$ cat config.mk
export PLATFORM = sky130hd
export DESIGN_NAME = rr_arbiter8
export DESIGN_NICKNAME = d
export VERILOG_FILES = /design/src/rtl/arb_pkg.sv /design/src/rtl/rr_pick8.sv /design/src/rtl/rr_arbiter8.sv
export SDC_FILE = /design/constraint.sdc
export NUM_CORES = 1
export LEC_CHECK = 0
export BUFFER_PORTS_ARGS = -buffer_cell sky130_fd_sc_hd__buf_2
export CAP_MARGIN = 10
export CELL_PAD_IN_SITES_DETAIL_PLACEMENT = 1
export CELL_PAD_IN_SITES_GLOBAL_PLACEMENT = 2
export CORE_ASPECT_RATIO = 1.4
export CORE_UTILIZATION = 39
export CTS_BUF_LIST = sky130_fd_sc_hd__clkbuf_4 sky130_fd_sc_hd__clkbuf_8
export DETAILED_ROUTE_END_ITERATION = 7
export PLACE_DENSITY_LB_ADDON = 0.3
export SYNTH_ARGS = -nofsm -noshare
export SYNTH_HDL_FRONTEND = slang
export SYNTH_HIERARCHICAL = 1
export SYNTH_SLANG_ARGS = --single-unit
export TNS_END_PERCENT = 10
$ cat constraint.sdc
create_clock -name clk -period 9.2 [get_ports clk]
set_input_delay 0.46 -clock clk [delete_from_list [all_inputs] [get_ports clk]]
set_output_delay 0.46 -clock clk [all_outputs]
set_load 0.02 [all_outputs]
$ cat src/rtl/arb_pkg.sv
// Shared constants for the eight-requester arbiter and its winner picker.
package arb_pkg;

  localparam int unsigned N    = 8;
  localparam int unsigned IDW  = 3;
  localparam int unsigned CNTW = 8;

  localparam logic [0:0] IDLE  = 1'b0;
  localparam logic [0:0] GRANT = 1'b1;

endpackage

$ cat src/rtl/rr_pick8.sv
// Combinational winner search: highest index (fixed) or first set bit at/after ptr (round-robin).
module rr_pick8
  import arb_pkg::*;
(
  input  logic [N-1:0]   req,
  input  logic [IDW-1:0] ptr,
  input  logic           mode,
  output logic           any,
  output logic [IDW-1:0] win_id
);

  logic [2*N-1:0] dbl;
  logic [N-1:0]   rot;
  logic [IDW-1:0] hi_id;
  logic [IDW-1:0] lo_id;

  always_comb begin
    dbl   = {req, req};
    rot   = N'(dbl >> ptr);
    hi_id = '0;
    for (int i = 0; i < N; i++) begin
      if (req[i]) hi_id = IDW'(i);
    end
    // Rotated so that bit 0 is the requester at ptr; lowest set bit is the next in line.
    lo_id = '0;
    for (int i = N - 1; i >= 0; i--) begin
      if (rot[i]) lo_id = IDW'(i);
    end
    any    = |req;
    win_id = mode ? IDW'(lo_id + ptr) : hi_id;
  end

endmodule

$ cat src/rtl/rr_arbiter8.sv
// Eight-requester arbiter: grant held until done, request drop, or MAX_HOLD timeout.
module rr_arbiter8
  import arb_pkg::*;
#(
  parameter int unsigned MAX_HOLD = 16
) (
  input  logic           clk,
  input  logic           rst_n,
  input  logic           mode,
  input  logic [N-1:0]   req,
  input  logic           done,
  output logic [N-1:0]   gnt,
  output logic [IDW-1:0] gnt_id,
  output logic           gnt_valid,
  output logic           timeout,
  output logic           idle
);

  localparam bit              HOLD_EN   = (MAX_HOLD != 0);
  localparam logic [CNTW-1:0] HOLD_LAST = CNTW'((MAX_HOLD == 0) ? 0 : MAX_HOLD - 1);

  logic [0:0]      state, state_nxt;
  logic [IDW-1:0]  ptr, ptr_nxt;
  logic [CNTW-1:0] cnt, cnt_nxt;
  logic [N-1:0]    gnt_nxt;
  logic [IDW-1:0]  gnt_id_nxt;
  logic            gnt_valid_nxt;
  logic            timeout_nxt;
  logic            idle_nxt;
  logic            pick_any;
  logic [IDW-1:0]  pick_id;
  logic            rel_done;
  logic            rel_to;

  rr_pick8 u_pick (
    .req    (req),
    .ptr    (ptr),
    .mode   (mode),
    .any    (pick_any),
    .win_id (pick_id)
  );

  always_ff @(posedge clk or negedge rst_n) begin
    if (!rst_n) begin
      state     <= IDLE;
      ptr       <= '0;
      cnt       <= '0;
      gnt       <= '0;
      gnt_id    <= '0;
      gnt_valid <= 1'b0;
      timeout   <= 1'b0;
      idle      <= 1'b1;
    end else begin
      state     <= state_nxt;
      ptr       <= ptr_nxt;
      cnt       <= cnt_nxt;
      gnt       <= gnt_nxt;
      gnt_id    <= gnt_id_nxt;
      gnt_valid <= gnt_valid_nxt;
      timeout   <= timeout_nxt;
      idle      <= idle_nxt;
    end
  end

  // Next-state and next-output logic; gnt_id keeps the last owner after release.
  always_comb begin
    state_nxt     = state;
    ptr_nxt       = ptr;
    cnt_nxt       = cnt;
    gnt_nxt       = gnt;
    gnt_id_nxt    = gnt_id;
    gnt_valid_nxt = gnt_valid;
    timeout_nxt   = 1'b0;
    idle_nxt      = idle;
    rel_done      = done | ~req[gnt_id];
    rel_to        = HOLD_EN && (cnt == HOLD_LAST);

    case (state)
      IDLE: begin
        if (pick_any) begin
          state_nxt     = GRANT;
          gnt_nxt       = N'(1) << pick_id;
          gnt_id_nxt    = pick_id;
          gnt_valid_nxt = 1'b1;
          cnt_nxt       = '0;
          idle_nxt      = 1'b0;
        end else begin
          idle_nxt = 1'b1;
        end
      end
      GRANT: begin
        if (rel_done || rel_to) begin
          state_nxt     = IDLE;
          gnt_nxt       = '0;
          gnt_valid_nxt = 1'b0;
          idle_nxt      = 1'b1;
          ptr_nxt       = IDW'(gnt_id + IDW'(1));
          timeout_nxt   = rel_to & ~rel_done;
        end else begin
          cnt_nxt = CNTW'(cnt + CNTW'(1));
        end
      end
      default: state_nxt = IDLE;
    endcase
  end

endmodule

Yosys cells after proc, flatten, opt, wreduce, memory -nomap -nowiden

Cells that the tools add are included.

Output and inout bits: 14
Logic and storage cells: 64
Register bits after elaboration: 26
Input bits: 12

Bitwise gates (word level): 5
Shift-type cells: 2
$lt $le $gt $ge: 1
$add $sub $neg: 3
Muxes and demuxes: 35
Reductions and logical operators: 6
Equality and inequality tests: 4

Operators by type and width:

| operator                                                                      | number |
|---|---|
| 3-bit 2-to-1 mux                                                              | 13 |
| 8-bit 2-to-1 mux                                                              | 4 |
| 8-bit one-hot mux with 2 select lines                                         | 2 |
| 16-bit by 3-bit >> shifter with 8-bit output                                  | 1 |
| 1-bit 2-to-1 mux                                                              | 10 |
| 8-bit by 1-bit adder with 8-bit output (second input constant)                | 1 |
| 8-bit by 4-bit equality test with 1-bit output (second input constant)        | 1 |
| 2-bit AND reduction                                                           | 4 |
| 8-bit OR reduction                                                            | 1 |
| 1-bit by 3-bit left shift with 8-bit output (first input constant)            | 1 |
| 1-bit one-hot mux with 2 select lines                                         | 3 |
| 3-bit by 4-bit less-than comparator with 1-bit output (second input constant) | 1 |
| 2-bit 2-to-1 mux                                                              | 2 |
| 2-bit != test (second input constant)                                         | 2 |
| 3-bit by 1-bit adder with 3-bit output (second input constant)                | 1 |
| 3-bit adder                                                                   | 1 |
| 1-bit binary-select mux with 3-bit select                                     | 1 |
| 1-bit NOT                                                                     | 3 |
| 2-bit by 1-bit != test with 1-bit output (second input constant)              | 1 |
| 1-bit bitwise AND                                                             | 1 |
| 1-bit logical OR                                                              | 1 |
| 1-bit OR                                                                      | 1 |

Logic depth before layout (Yosys ltp)

Gate-level depths: netlist of run 1.

Word-level depth: 14
Depth in mapped cells: 17
Gate-level depth less buffers: 14

Hierarchy

The synthesis of run 1 kept the hierarchy.

By module, submodules not included:

| module      | times used | area each (µm²) | cells each | seq. area each (µm²) |
|---|---|---|---|---|
| rr_arbiter8 | 1          | 1458.9          | 154        | 651.9 |
| rr_pick8    | 1          | 628.1           | 89         | 0.0 |

Least setup slack after synthesis of run 1

OpenSTA, ideal clock, no wires.

Path kind: input -> register
Start point: input req[4]
End point: register gnt[6]
Library setup time: 83 ps
Data arrival time: 3290 ps
Data required time: 9117 ps
Setup slack: 5827 ps
Stages: 15
Buffers on the path: 2
Cell sequence: clkbuf_1 -> mux2_2 -> or2_0 -> o21ba_2 -> o221ai_1 -> a22o_1 -> ha_1 -> inv_1 -> fa_1 -> or3_1 -> a31oi_1 -> clkbuf_1 -> nor2b_1 -> a31oi_1 -> o22ai_1

Word-level cells in the longest chain between the ends: 14

Ends and longest elaborated chain:

| item                                          | line              | RTL |
|---|---|---|
| start, declared                               | rr_arbiter8.sv:10 | `input logic [N-1:0] req,` |
| 16-bit by 3-bit >> shifter with 8-bit output  | rr_pick8.sv:19    | `rot = N'(dbl >> ptr);` |
| 3-bit 2-to-1 mux (8 in a row)                 | rr_pick8.sv:27    | `if (rot[i]) lo_id = IDW'(i);` |
| 3-bit adder                                   | rr_pick8.sv:30    | `win_id = mode ? IDW'(lo_id + ptr) : hi_id;` |
| 3-bit 2-to-1 mux *                            | rr_pick8.sv:30    |  |
| net pick_id[2]                                | rr_arbiter8.sv:31 | `logic [IDW-1:0] pick_id;` |
| 1-bit by 3-bit left shift with 8-bit output * | rr_arbiter8.sv:82 | `gnt_nxt = N'(1) << pick_id;` |
| 8-bit 2-to-1 mux *                            | rr_arbiter8.sv:80 | `if (pick_any) begin` |
| 8-bit one-hot mux with 2 select lines *       | rr_arbiter8.sv:78 | `case (state)` |
| end signal, assigned                          | rr_arbiter8.sv:57 | `gnt <= gnt_nxt;` |
| end, declared                                 | rr_arbiter8.sv:12 | `output logic [N-1:0] gnt,` |

Mark *: on every way through the listed nets, which the timed path passes. The rest lies on a longest branch. The select of a mux whose other input is x is not followed.
A chain may end at the register's enable or synchronous reset.

Final worst setup path of run 1

Start point: register ptr[1]
End point: register gnt[6]

Word-level cells in the longest chain between the ends: 14

Ends and longest elaborated chain:

| item                                          | line              | RTL |
|---|---|---|
| start, declared                               | rr_arbiter8.sv:23 | `logic [IDW-1:0] ptr, ptr_nxt;` |
| start signal, assigned                        | rr_arbiter8.sv:55 | `ptr <= ptr_nxt;` |
| 16-bit by 3-bit >> shifter with 8-bit output  | rr_pick8.sv:19    |  |
| 3-bit 2-to-1 mux (8 in a row)                 | rr_pick8.sv:27    |  |
| 3-bit adder *                                 | rr_pick8.sv:30    |  |
| 3-bit 2-to-1 mux *                            | rr_pick8.sv:30    |  |
| net pick_id[2]                                | rr_arbiter8.sv:31 |  |
| 1-bit by 3-bit left shift with 8-bit output * | rr_arbiter8.sv:82 |  |
| 8-bit 2-to-1 mux *                            | rr_arbiter8.sv:80 |  |
| 8-bit one-hot mux with 2 select lines *       | rr_arbiter8.sv:78 |  |

Marked as above.

==> results of run 1 <==
## Yosys cell counts (2+ instances only)
cell type,n
o21ai_0,5
nand3_1,6
nor2_1,14
o22ai_1,9
o211ai_1,3
a31oi_1,5
buf_6,2
ha_1,3
o311ai_0,2
nand2_1,26
a221o_1,2
or4_1,6
nor3b_1,2
clkbuf_1,10
mux2_2,9
nand4_1,2
o31a_1,2
nor2b_1,9
or3_1,6
buf_2,4
a32oi_1,2
nor4_1,6
a21oi_1,11
nor3_1,6
and2_1,3
mux2i_1,12
o32ai_1,3
a22oi_1,3
nand2b_1,4
dfrtp_1,25
buf_4,2
inv_1,9
o221ai_1,2
and3_1,2
a22o_1,2
## worst paths after layout
| path | cells past startpoint | end | slack [ns] |
|---|---|---|---|
| min reg2reg | 1 | gnt_valid | 0.53 |
| max | 13 | gnt[6] | 5.25 |
| max in group asynchronous | 1 | gnt[1] | 8.59 |
| min | 1 | cnt[7] | 0.19 |
| max reg2reg | 13 | gnt[6] | 5.25 |
| min in group clk | 1 | gnt_valid | 0.53 |
## metrics by stage
step / cells / cell area (µm²)
2_1_floorplan: 243 / 2090
3_3_place_gp: 316 / 2200
3_5_place_dp: 316 / 2200
4_1_cts: 320 / 2250
5_1_grt: 320 / 2250
6_report: 320 / 2250
## cells in the final DEF, fill, tap and decap left out, drive strengths merged, types with 3 or more instances in the layout
master	n
nor2b	9
nor3	6
nor2	14
nand2b	4
clkbuf	4
a21oi	11
nand3	6
buf	25
inv	9
or3	6
mux2i	12
nor4	7
dfrtp	25
mux2	10
o32ai	4
nand2	26
ha	3
o211ai	3
o311ai	3
and2	3
a31oi	5
o21ai	5
o22ai	9
a22oi	3
or4	6
## registers in the layout, summed over array words and instances (netlist names)
| name | cells |
|---|---|
| state | 1 |
| cnt | 8 |
| timeout | 1 |
| gnt_valid | 1 |
| idle | 1 |
| ptr | 3 |
| gnt_id | 3 |
| gnt | 8 |
## logic make-up after synthesis
family / Yosys count
fa+ha+maj: 4
flops: 26
xor+xnor: 1
buf+inv: 27
mux: 22
compound gates: 64
simple gates: 99
## area by class of cell
| class | instances | area (µm²) |
|---|---|---|
| Sequential cell | 26 | 652 |
| Fill cell | 654 | 2900 |
| Timing Repair Buffer | 25 | 125 |
| Multi-Input combinational cell | 190 | 1310 |
| Inverter | 9 | 33.8 |
| Tap cell | 66 | 82.6 |
| Clock buffer | 4 | 55.1 |
## per-layer routing
metal	GRT usage [%]	up-vias	share of wire [%]
li1	-	945	-
met1	26.6	952	46
met2	36.8	42	49
met3	2.06	10	2.3
met4	8.26	0	2.3
met5	0	-	0
## critical path: stages (launching register included)
cell      delay [ns]
dfrtp_1         0.67
mux2_2          0.43
o21ai_0         0.23
o21ba_2         0.20
o221ai_1        0.17
a22o_1          0.16
ha_1            0.14
inv_1           0.05
fa_1            0.36
or3_1           0.38
a31oi_1         0.56
nor2b_1         0.24
a31oi_1         0.10
o22ai_1         0.17
## report_power, final
part,switching (µW),internal (µW)
sequential,80.8,151
clock,37.5,38.3
combinational,199,158
==> impl.org, run 1 <==
** GRT
- The number of global-route vias before repair is 1949.
- The number of antenna violations at the first check in global routing came to 0.
- For this run, the total global-route usage over all layers was measured as 21.0%.
- Largest net degree at the start of global routing :: 34
- Leftover overflow at the end of global routing :: 0
- Wire length of the first global-routing pass :: 9400 µm

** Timing
- Setup violations remaining at the end of the flow were counted as 0.
- Setup repair after global routing missed its margin :: no
- Final hold viol count :: 0
- Post-layout min period :: 3.95 ns
- Largest clock skew in the final design :: 0.00786 ns
- Peak clock frequency supported by timing :: 253 MHz
- On the final layout, the worst hold slack is 0.188 ns.
- Once routing completed, OpenROAD measured the worst setup slack at 5.25 ns.
- The worst pin sits at a relative slew slack of 31.5%.
- Actual transition at the worst max-transition pin :: 1.03 ns
- TNS Setup :: 0 ns
- Final Cycle Share :: 42.9%
- The total count of max-transition violations in the final report came to 0.

** Synthesis
- Synthesis produced a netlist with a net count of 259.
- Yosys mapped a number of flops with a built-in enable equal to 0.
- For this run, the number of Yosys warnings is 6.
- Of all cell types, the one taking the most synthesized area is dfrtp_1.
- The top cell type by area accounts for 30.0% of the synthesized area.
- Post-synthesis share of cell area spent on xor and xnor gates :: 0.420%
- Register bit total from synthesis :: 26
- Multiplexer area fraction after synthesis :: 11.3%
- Post-Syn Instances :: 243
- Top cells by area, synth :: dfrtp_1 (30%), mux2i_1 (5.8%), mux2_2 (4.9%)
- Combinational family with the most area after synthesis :: simple AND/OR/NAND/NOR gates
- In this run, distinct cell masters in the synthesized netlist total 59.
- Basic-gate share of the synthesized area counting and, or, nand and nor cells :: 25.4%
- In this run the cell area of the synthesized design comes to 2090 µm².
- After Yosys synthesis, full adders, half adders and majority gates account for 2.76% of the synthesized area.
- Most frequently used flop master after synthesis :: dfrtp_1
- The synthesized netlist devotes 22.7% of its cell area to compound gates.
- Sequential-to-total area share from yosys stat :: 31.2%
- Counting flops with an async set or reset pin after synthesis yields a share of 100%.
- Mapped Avg Cell Area :: 8.59 µm²

** Place
- Post-placement worst setup slack :: 5.29 ns
- Total of buffers placed on input and output ports :: 25
- HPWL after DPL :: 4070 µm
- Global placement routability congestion :: 0.855

** Route
- Summing over every cut layer, the via total after detailed routing is 1949.
- Post-route DRC violation count :: 0
- Average routed wire per standard cell :: 17.4 µm
- The routed design has 5570 µm of wire.
- In the routed layout, each cell is associated on average with a via count of 6.09.
- In this run the remaining antenna-violating nets after routing total 0.
- Iteration-0 DRC Markers :: 84
- For this run, the detailed router's first-pass iteration total came to 4.

** Run
- Number of max-capacitance violations reported :: 0

** Clock network
- Buffers inserted to repair hold after CTS numbered 0.
- Number of buffers between clock root and the deepest sink :: 2
- Post-CTS timing repair inserted 0 buffers for setup.
- TritonCTS built the clock tree.
- Total number of H-tree levels :: 1
- After clock tree synthesis, the clock-pin slew on the worst setup and hold paths is 0.10 ns.
- Clock sink total :: 26
- Cell chosen for the clock root :: clkbuf_8
- Clock latency on the worst-skew pair, taken at its later pin, is 0.27 ns.
- The number of gates resized after CTS was 0.
- TritonCTS Buffers :: 3

** Pwr
- After layout, the design draws a total of 664 µW.
- In this run the static leakage power is 0.000940 µW.
- Areal power density over the cells :: 295 nW/µm²
- Maximum resistive drop on vdd :: 0.153 mV

** Cells and area
- The repair_antennas step left the layout with diodes totalling 0.
- Post-Route Utilization :: 43.7%
- In the final layout, the share of cells above drive strength 1 is 18.1%.
- # nets final :: 271
- Relative to the synthesized area, the layout overhead comes to 8.03%.

** Die
- Ports :: 26
- In this run the vertical extent of the chip is 88.6 µm.
- The core region is 5160 µm².
- Die W :: 63.8 µm
- Row generation in the floorplan step produced 31 rows.
- For this configuration, the core starts out at a cell density of 40.5%.
- Total Die Area :: 5650 µm²

** Hold path
- The tightest min-delay check is of the input pin to async pin type.

** Worst setup path
- At the worst endpoint, the required time is 9.38 ns.
- Worst Setup SP :: ptr[1]
- Data on the critical path arrives at its endpoint at 4.13 ns.
- STA classifies the critical path startpoint as a flop.
- Start-to-end type of the worst setup path :: flop to flop
- Critical path endpoint category :: flop
- The worst register-to-register path begins at ptr[1].
- Maximum fanout along the worst path :: 17

** Outcome
- The flow ran to the end, and the final reports show no timing, DRC or antenna violations.
(Power assumes the default switching activity.)
==> run 2: changes to the inputs <==
--- a/config.mk
+++ b/config.mk
@@ -10,7 +10,7 @@
 export CELL_PAD_IN_SITES_DETAIL_PLACEMENT = 1
 export CELL_PAD_IN_SITES_GLOBAL_PLACEMENT = 2
 export CORE_ASPECT_RATIO = 1.4
-export CORE_UTILIZATION = 39
+export CORE_UTILIZATION = 36
 export CTS_BUF_LIST = sky130_fd_sc_hd__clkbuf_4 sky130_fd_sc_hd__clkbuf_8
 export DETAILED_ROUTE_END_ITERATION = 7
 export PLACE_DENSITY_LB_ADDON = 0.3
==> constraint.sdc (replaced) <==
create_clock -name clk -period 3.7 [get_ports clk]
set_input_delay 0.185 -clock clk [delete_from_list [all_inputs] [get_ports clk]]
set_output_delay 0.185 -clock clk [all_outputs]
set_load 0.02 [all_outputs]
==> run 2 against run 1 <==
Effect of this change:
- power increased to 2.7 times the previous value
- largest cell class unchanged
- critical path depth up 1
- sequential power is 120% higher
- sequential cell count unchanged
- die area increased by 8.1%
- global-route usage decreased by 0.082 points
- final area grew 3.5%
- combinational power grew to 2.9 times the previous value
- cell count rose by 2.5%
- highest routed layer unchanged
- non-clock buffer count is 6 higher
- register-to-register slack lost 5.0 ns
==> impl.org, run 2 (synthesis gave the netlist of run 1 again) <==
** Hold path
- In this run the worst hold path is classified as input pin to flop.

** Timing
- Final Cycle Share :: 93.5% (+51 points)
- Setup repair after global routing missed its margin :: no
- Final hold viol count :: 0 (unchanged)
- The total count of max-transition violations in the final report came to 0 (unchanged).
- The worst-margin pin slew was 0.751 ns (-0.277 ns).
- The final worst clock skew is 0.00438 ns (-0.00348 ns).
- The maximum clock rate is 289 MHz (+14%).
- Final count of negative-setup-slack endpoints :: 0 (unchanged)
- The minimum clock period after layout came to 3.46 ns (-0.490 ns).
- The sum of negative setup slack was 0 ns (unchanged).
- The worst max-slew margin expressed relative to the limit was 49.4% (+18 points).

** Die
- The boundary pin count was 26 (unchanged).
- Initial Utilization :: 37.5% (-3.0 points)
- The floorplan die height came to 92.1 µm (+4.0%).
- The core outline area is 5570 µm² (+7.9%).
- Row count :: 32 (+3.2%)
- Total Die Area :: 6110 µm² (+8.1%)
- The die width is 66.4 µm (+4.0%).

** Pwr
- Share of total power in sequential cells :: 28.8% (-6.1 points)
- The internal power component was 960 µW (+180%).
- Switching part of the total :: 45.8% (-1.9 points)
- Lkg Pwr :: 0.000975 µW (+3.7%)
- Relative contribution of combinational cells to total power :: 57.6% (+3.9 points)
- Part of the total power dissipated in the clock network :: 13.6% (+2.2 points)
- The highest ir drop seen on vdd is 0.402 mV (+160%).
- Areal power density over the cells :: 759 nW/µm² (+160%)
- Net switching power of the design :: 811 µW (+160%)

** Clock network
- Clock sink total :: 26 (unchanged)
- The H-tree depth reported by CTS is 1 (unchanged).
- CTS clk-pin slew, worst paths :: 0.09 ns (about the same)
- Number of buffers between clock root and the deepest sink :: 2 (unchanged)
- The number of buffers inserted during clock tree synthesis was 3 (unchanged).
- TritonCTS built the clock tree.
- The buffer count from post-CTS setup fixing was 0 (unchanged).
- In this run the clock root is driven by a clkbuf_8.
- Clock Latency Late Sink :: 0.28 ns (about the same)

** Worst setup path
- Start-to-end type of the worst setup path :: flop to flop
- Maximum fanout along the worst path :: 12 (-5)
- Slowest cell on crit path :: dfrtp_2
- STA classifies the critical path endpoint as a flop.
- Worst setup SP type :: flop
- The worst stage delay on the critical path is 0.49 ns (-0.18 ns).
- Counting stages on the worst path, the most repeated cell is a31oi_1.
- The critical path goes through mux2_2 > o21ai_0 > o21ba_2 > o221ai_1 > a22o_1 > ha_1 > inv_1 > fa_1 > or3_1 > a31oi_1 > buf_4 > nor2b_1 > a31oi_1 > o22ai_1.
- Required time of the critical path :: 3.89 ns (-5.49 ns)
- CP arrival :: 3.64 ns (-0.49 ns)

** Cells and area
- The net count reported at finish is 277 (+2.2%).
- The number of filler cells placed in the layout came to 677 (+3.5%).
- The total inserted antenna cells came to 0 (unchanged).
- Leaving out fill and tap cells, the most frequent cells in the layout are nand2_1 (26), buf_2 (25), dfrtp_1 (24).
- Most common library cell in the layout ignoring fill and taps :: nand2_1
- Post-Route Utilization :: 41.9% (-1.8 points)
- The largest registers in the layout are cnt: 8 flops, gnt: 8 flops.
- Relative to the synthesized area, the layout overhead comes to 11.8%.
- The fraction of final layout cells with drive strength greater than 1 came to 20.0% (+1.9 points).

** Route
- The initial detailed-routing violation count is 80 (-4.8%).
- Average routed wire per standard cell :: 17.6 µm (+1.4%)
- Via Count :: 1948 (-0.051%)
- Post-DRT Antenna Nets :: 0 (unchanged)
- Overall routed net length :: 5790 µm (+3.9%)
- The via density per instance was 5.94 (-2.5%).
- First-pass iteration count of the detailed router :: 4 (unchanged)
- Post-route DRC violation count :: 0 (unchanged)

** GRT
- Wire length of the first global-routing pass :: 9920 µm (+5.4%)
- The global route total overflow came to 0 (unchanged).
- Via count of the first global-routing pass :: 2026 (+4.0%)
- The number of antenna violations at the first check in global routing came to 0 (unchanged).
- The largest net degree at the start of global routing was 33 (-2.9%).
- Total GRT Usage :: 20.9% (-0.082 points)

** Outcome
- The flow ran to the end, and the final reports show no timing, DRC or antenna violations.

** Run
- Number of max-capacitance violations reported :: 0 (unchanged)

** Place
- HPWL after DPL :: 4220 µm (+3.6%)
- The number of input and output port buffers inserted was 25 (unchanged).
- The final RePlAce weighted congestion is 0.900 (+5.3%).
==> run 2: routing by layer <==
metal / up-vias / GRT usage (%) / routed length [µm]
li1: 951 / - / -
met3: 9 / 1.99 / 171
met4: 0 / 7.98 / 124
met2: 36 / 35.5 / 2880
met5: - / 0 / 0
met1: 952 / 26.8 / 2610
==> run 2: final cells by class <==
cell class	instances	area, µm²	area share (%)
Multi-Input combinational cell	190	1320	56.5
Timing Repair Buffer	31	173	7.40
Inverter	9	33.8	1.45
Tap cell	68	85.1	3.65
Clock buffer	3	41.3	1.77
Clock inverter	1	30.0	1.29
Sequential cell	26	653	28.0
==> run 2: power by group through the flow <==
stage / Clock (µW) / Sequential [µW] / Combinational [µW]
after global placement: 0 / 512 / 998
after CTS: 251 / 510 / 1020
final: 241 / 511 / 1020
after global routing: 258 / 529 / 1130
after detailed placement: 0 / 515 / 1010
after floorplan: 0 / 515 / 758
==> run 2: metrics by stage <==
step                      cells  cell area, µm²  hold WS, ns  power, µW  setup WS [ns]
after floorplan             243            2090       -0.111       1270          0.415
after global routing        328            2330        0.323       1920         0.0482
after global placement      323            2240        0.229       1510          0.255
final                       328            2330        0.265       1770          0.241
after detailed placement    323            2240        0.239       1530          0.193
after CTS                   328            2320        0.263       1780          0.156
==> run 2: final timing paths <==
path | from | endpoint | slack [ns] | cells past startpoint
worst max-delay path | ptr[1] | gnt[6] | 0.24 | 14
worst min-delay path | done | cnt[0] | 0.26 | 4
worst max register to register | ptr[1] | gnt[6] | 0.24 | 14
worst min register to register | gnt_valid | gnt_valid | 0.53 | 1
max in group asynchronous | rst_n | ptr[1] | 2.82 | 2
min in group asynchronous | rst_n | cnt[7] | 0.45 | 2
==> run 2: repair_timing <==
item                       in CTS  in global routing
hold endpoints to repair       25                  0
setup endpoints to repair       0                  3
hold buffers                    1                  0
resized for setup               0                  2
==> run 2: worst max-delay path: cells and delay by family, from the launching register on <==
kind,cells,cell delay (ns)
AOI/OAI and AO/OA,7,1.19
and+or+nand+nor,2,0.56
adders and majority gates,2,0.50
DFF,1,0.49
muxes,1,0.39
buffers and inverters,2,0.21
